**config.mk**
```make
export PLATFORM = sky130hd
export DESIGN_NAME = scoreboard
export DESIGN_NICKNAME = d
export VERILOG_FILES = /design/src/rtl/scoreboard.sv
export SDC_FILE = /design/constraint.sdc
export NUM_CORES = 2
export LEC_CHECK = 0
export ABC_CLOCK_PERIOD_IN_PS = 11700
export CELL_PAD_IN_SITES_DETAIL_PLACEMENT = 0
export CELL_PAD_IN_SITES_GLOBAL_PLACEMENT = 2
export CORE_AREA = 2 2 485 487
export DETAILED_ROUTE_END_ITERATION = 12
export DIE_AREA = 0 0 487 489
export PLACE_DENSITY = 0.72
export SETUP_SLACK_MARGIN = 0.3
export SYNTH_ARGS = -nofsm -noshare
export SYNTH_HDL_FRONTEND = slang
export SYNTH_SLANG_ARGS = --single-unit
```
**constraint.sdc**
```tcl
create_clock -name clk_i -period 11.7 [get_ports clk_i]
set_input_delay 1.17 -clock clk_i [delete_from_list [all_inputs] [get_ports clk_i]]
set_output_delay 1.17 -clock clk_i [all_outputs]
set_load 0.02 [all_outputs]
```
**src/rtl/scoreboard.sv**
```systemverilog
// In-order scoreboard: a circular buffer of in-flight instructions that are filled
// at issue, completed by the writeback ports and retired oldest-first at commit.
package ariane_pkg;
  localparam int NR_SB_ENTRIES = 4;
  localparam int NR_WB_PORTS   = 2;
  localparam int TRANS_ID_BITS = $clog2(NR_SB_ENTRIES);

  localparam logic [63:0] ILLEGAL_INSTR = 64'd2;

  typedef struct packed {
    logic [63:0] cause;
    logic [63:0] tval;
    logic        valid;
  } exception_t;

  typedef struct packed {
    logic [63:0]              pc;
    logic [TRANS_ID_BITS-1:0] trans_id;
    logic [4:0]               rs1;
    logic [4:0]               rs2;
    logic [4:0]               rd;
    logic [63:0]              result;
    logic                     valid;
    exception_t               ex;
  } scoreboard_entry_t;
endpackage

module scoreboard #(
  parameter int NR_ENTRIES  = ariane_pkg::NR_SB_ENTRIES,
  parameter int NR_WB_PORTS = ariane_pkg::NR_WB_PORTS
) (
  input  logic                                  clk_i,
  input  logic                                  rst_ni,
  input  logic                                  flush_i,
  output logic                                  full_o,
  input  ariane_pkg::scoreboard_entry_t         decoded_instr_i,
  input  logic                                  decoded_instr_valid_i,
  output logic                                  decoded_instr_ack_o,
  output ariane_pkg::scoreboard_entry_t         issue_instr_o,
  output logic                                  issue_instr_valid_o,
  input  logic                                  issue_ack_i,
  output ariane_pkg::scoreboard_entry_t         commit_instr_o,
  output logic                                  commit_valid_o,
  input  logic                                  commit_ack_i,
  input  logic [ariane_pkg::TRANS_ID_BITS-1:0]  trans_id_i [NR_WB_PORTS],
  input  logic [63:0]                           wdata_i    [NR_WB_PORTS],
  input  ariane_pkg::exception_t                ex_i       [NR_WB_PORTS],
  input  logic [NR_WB_PORTS-1:0]                wb_valid_i,
  output logic [31:0]                           rd_busy_o
);
  localparam int TB    = ariane_pkg::TRANS_ID_BITS;
  localparam int CNT_W = $clog2(NR_ENTRIES + 1);

  ariane_pkg::scoreboard_entry_t mem_q [NR_ENTRIES];

  logic [TB-1:0]         issue_ptr_q, issue_ptr_d;
  logic [TB-1:0]         commit_ptr_q, commit_ptr_d;
  logic [CNT_W-1:0]      count_q, count_d;
  logic [NR_ENTRIES-1:0] occupied_q, occupied_d;
  logic [NR_ENTRIES-1:0] valid_q, valid_d;
  logic [NR_WB_PORTS-1:0] wb_ok;
  logic                  issue_fire, commit_fire;

  // NOTE: every output of a combinational block gets a default on entry, so no
  // path leaves it unassigned and no latch is inferred.
  always_comb begin
    issue_instr_o          = decoded_instr_i;
    issue_instr_o.trans_id = issue_ptr_q;
    full_o                 = (count_q == CNT_W'(NR_ENTRIES));
    issue_instr_valid_o    = decoded_instr_valid_i & ~full_o & ~flush_i;
    decoded_instr_ack_o    = issue_ack_i & issue_instr_valid_o;
    commit_valid_o         = (count_q != '0);
    commit_instr_o         = mem_q[commit_ptr_q];
    commit_instr_o.valid   = valid_q[commit_ptr_q];
  end

  assign issue_fire  = decoded_instr_ack_o;
  assign commit_fire = commit_ack_i & commit_valid_o;

  // A writeback only lands on a slot that stays occupied into the next cycle.
  always_comb begin
    for (int p = 0; p < NR_WB_PORTS; p++) begin
      wb_ok[p] = wb_valid_i[p] && occupied_q[trans_id_i[p]] && !flush_i &&
                 !(commit_fire && (trans_id_i[p] == commit_ptr_q));
    end
  end

  always_comb begin
    issue_ptr_d  = issue_ptr_q;
    commit_ptr_d = commit_ptr_q;
    occupied_d   = occupied_q;
    valid_d      = valid_q;
    count_d      = count_q;
    if (issue_fire) begin
      occupied_d[issue_ptr_q] = 1'b1;
      valid_d[issue_ptr_q]    = 1'b0;
      issue_ptr_d             = issue_ptr_q + 1'b1;
    end
    if (commit_fire) begin
      occupied_d[commit_ptr_q] = 1'b0;
      valid_d[commit_ptr_q]    = 1'b0;
      commit_ptr_d             = commit_ptr_q + 1'b1;
    end
    for (int p = 0; p < NR_WB_PORTS; p++) begin
      if (wb_ok[p]) valid_d[trans_id_i[p]] = 1'b1;
    end
    case ({issue_fire, commit_fire})
      2'b10:   count_d = count_q + 1'b1;
      2'b01:   count_d = count_q - 1'b1;
      default: count_d = count_q;
    endcase
    if (flush_i) begin
      issue_ptr_d  = '0;
      commit_ptr_d = '0;
      occupied_d   = '0;
      valid_d      = '0;
      count_d      = '0;
    end
  end

  // NOTE: sequential state is updated with non-blocking assignments so every
  // register samples the pre-edge values regardless of statement order.
  always_ff @(posedge clk_i or negedge rst_ni) begin
    if (!rst_ni) begin
      issue_ptr_q  <= '0;
      commit_ptr_q <= '0;
      occupied_q   <= '0;
      valid_q      <= '0;
      count_q      <= '0;
    end else begin
      issue_ptr_q  <= issue_ptr_d;
      commit_ptr_q <= commit_ptr_d;
      occupied_q   <= occupied_d;
      valid_q      <= valid_d;
      count_q      <= count_d;
    end
  end

  // NOTE: the payload array has no reset; it is only observed through slots whose
  // occupied/valid bits are reset, and leaving it unreset keeps it a plain RAM.
  // Later ports are written last, so the higher index wins a same-slot collision.
  always_ff @(posedge clk_i) begin
    if (issue_fire) mem_q[issue_ptr_q] <= issue_instr_o;
    for (int p = 0; p < NR_WB_PORTS; p++) begin
      if (wb_ok[p]) begin
        mem_q[trans_id_i[p]].result <= wdata_i[p];
        if (ex_i[p].valid) mem_q[trans_id_i[p]].ex <= ex_i[p];
      end
    end
  end

  always_comb begin
    rd_busy_o = '0;
    for (int i = 0; i < NR_ENTRIES; i++) begin
      if (occupied_q[i] && !valid_q[i]) rd_busy_o[mem_q[i].rd] = 1'b1;
    end
    rd_busy_o[0] = 1'b0;
  end
endmodule

```
==> results.cfg <==
[final_layout]
final_util_pct = 34.9
postLayoutCellArea_um2 = 81500
layout_commonest_cell = clkdlybuf4s50_1
final_cell_mix = 1,252 x clkdlybuf4s50_1, 1,096 x edfxtp_1, 913 x nand3_1, 708 x a31oi_1, 512 x o211ai_1
area_growth_pct = 27.6
drive_gt1_share_pct = 10.4
nets = 6889
fillers = 23000

[global_route]
grt.overflow.total = 0
grt_pass1_vias = 56100
grt_max_degree = 186
antenna_found_initial = 137
grt_pass1_wl_mm = 461
grtUsageTotal_pct = 27.1

[clock_tree]
cts_made_buffers = 139
cts_resized = 0
cts_sinks = 1111
cts.clk_slew.worst_paths_ps = 60
cts_tree = built
ctsHoldBuffers = 0
root_buffer = clkbuf_16
cts_buffer_depth = 3
cts_setup_buffers = 0
clk_latency_ps = 820
h-tree-depth = 4

[sta]
worst_slew_pin_slew_ps = 1810
report.final.slew_viol_count = 137
maxSlewHeadroom_pct = -20.8
finalClockSkew_ps = 63.4
fin_ws_ps = 5030
min_period_over_period_pct = 57.0
fmax_ghz = 0.150
finalSetupViolations = 0
finalHoldViolCount = 0
setup-tns-final_ps = 0
rsz0062_at_grt = false
period_minus_slack_ps = 6670

[power_and_ir_drop]
leakage_nw = 23.8
ir_drop_uv = 114
power_mw = 12.3
power_density_nw_per_um2 = 151

[worst_setup_path]
crit_fanout = 37
cp.required_ps = 10530
worstPathArrival_ps = 5500
crit_type = reg -> out
critPathLaunchType = register
worstSetupEndpointType = output pin

[yosys]
ys_seq_elements = 1111
synth_cell_types = 64
synth_nets = 6340
synthFlopType = edfxtp_1
syn-cell-area_um2 = 63900
netlist_instances = 5658
synth_top_area_share_pct = 51.5
synth_top_family_by_area = compound AO/OA/AOI/OAI gates
yosysTopAreaCell = edfxtp_1
synthAdderAreaFrac_pct = 0.188
synth_edf_count = 1096
syn_avg_cell_area_um2 = 11.3
ys_warn_count = 0
ys_seq_area_share_pct = 52.1
synth_compound_area_share_pct = 15.9
synth_xor_area_share_pct = 0.117
yosys.area_share.simple_pct = 14.0
synth_area_leaders = edfxtp_1 52%, mux4_2 9.7%, nand3_1 7.2%
synthArstFlopShare_pct = 1.35
synthMuxAreaShare_pct = 9.74

[die]
dieHeight_um = 489
die-width_um = 487
start_util_pct = 27.4
core_um2 = 234000
ioPinCount = 1259
floorplan.die_area_um2 = 238000
rows = 178

[routing]
antenna_left = 0
drt_pass1_iterations = 8
route.detailed.drc = 0
drt_iter0_drc = 7719
wl_per_cell_um = 35.7
dr_total_vias = 58600
routed_wl_mm = 337
vias_per_cell = 6.19

[placement]
port_buffers = 1253
dpl_cell_area_um2 = 76800
place_ws_ps = 5340
place.gp.congestion = 0.843
dpl.hpwl_mm = 202

[min_path]
min-delay-path-class = reg -> reg

[status]
outcome = complete, but fails checks
violations = max-slew violations

[flow_run]
max_cap_violations = 0
## through the flow
step	instances	hold WS, ps
CTS	9381	635
global route	9446	653
finish	9462	628
detailed placement	9126	628
floorplan	5658	550
global placement	9126	609
## cell usage after synthesis (3+ instances only)
master     instances
o311ai_1           4
a32oi_1           66
nand2_1          101
inv_2              4
buf_2            219
and3b_1            9
nand3b_1          16
a22oi_1           10
o311ai_2           4
a21oi_1           10
buf_6             12
nor3b_1           10
o211a_1            4
nor3_1           451
nand2b_1           4
nor4_1             6
edfxtp_1        1096
a2bb2oi_1         69
or3b_2             6
buf_4            276
o22ai_1            3
o31a_1             4
clkbuf_1         390
or3_1              5
inv_1              8
nor2b_1            6
a31oi_1          709
nor2_1           276
nand3_1          922
o211ai_1         512
xor2_2             3
and3_1             5
buf_1             73
ha_1               8
mux4_2           275
o221ai_1          27
dfrtp_1           15
a211o_1            5
## kinds of logic after synthesis
logic type | after synthesis
buffers and inverters | 982
other | 1
XOR/XNOR | 6
adder cells (fa/ha/maj) | 9
flip-flops | 1111
AO/OA/AOI/OAI | 1438
multiplexers | 278
AND/OR/NAND/NOR | 1833
## worst paths after layout
kind	startpoint	endpoint	slack [ps]	depth (start not counted)
setup / recovery	commit_ptr_q[0]	commit_instr_o[83]	5030	5
hold / removal	valid_q[1]	valid_q[1]	630	2
setup reg to reg	commit_ptr_q[1]	mem_q[2][97]	6290	6
hold reg to reg	valid_q[1]	valid_q[1]	630	2
max in group asynchronous	rst_ni	commit_ptr_q[0]	10350	1
min in group asynchronous	rst_ni	count_q[2]	790	1
## routing by layer
layer | global-route usage (%) | wire length (um)
met1 | 32.9 | 124000
met5 | 0 | 306
met3 | 6.86 | 34800
met2 | 44.0 | 161000
met4 | 14.5 | 16800
## power by group
group	total, mW	switching, mW	internal [mW]
clock network	4.38	1.93	2.46
registers	4.55	0.0810	4.46
logic	3.42	2.00	1.42
## flip-flops by register name, summed over array words and instances, names as in the netlist
name and count:
valid_q 4, commit_ptr_q 2, occupied_q 4, mem_q 1096
count_q 3, issue_ptr_q 2
## critical path, cell delays in order, from the launching register on
cell and delay (ps):
dfrtp_4 980, buf_4 740, buf_4 820, buf_4 650, mux4_2 670, clkdlybuf4s50_1 630
## final cells by class
type	count	area, um^2	area share (%)
antenna	81	203	0.249
clock buffer	171	3600	4.41
clock inverter	84	983	1.21
inverter	12	82.6	0.101
multi-input combinational	3565	25900	31.8
sequential	1111	33300	40.8
tap	3060	3830	4.70
timing repair buffer	1378	13600	16.7
Power figures use the tool's default switching activity.
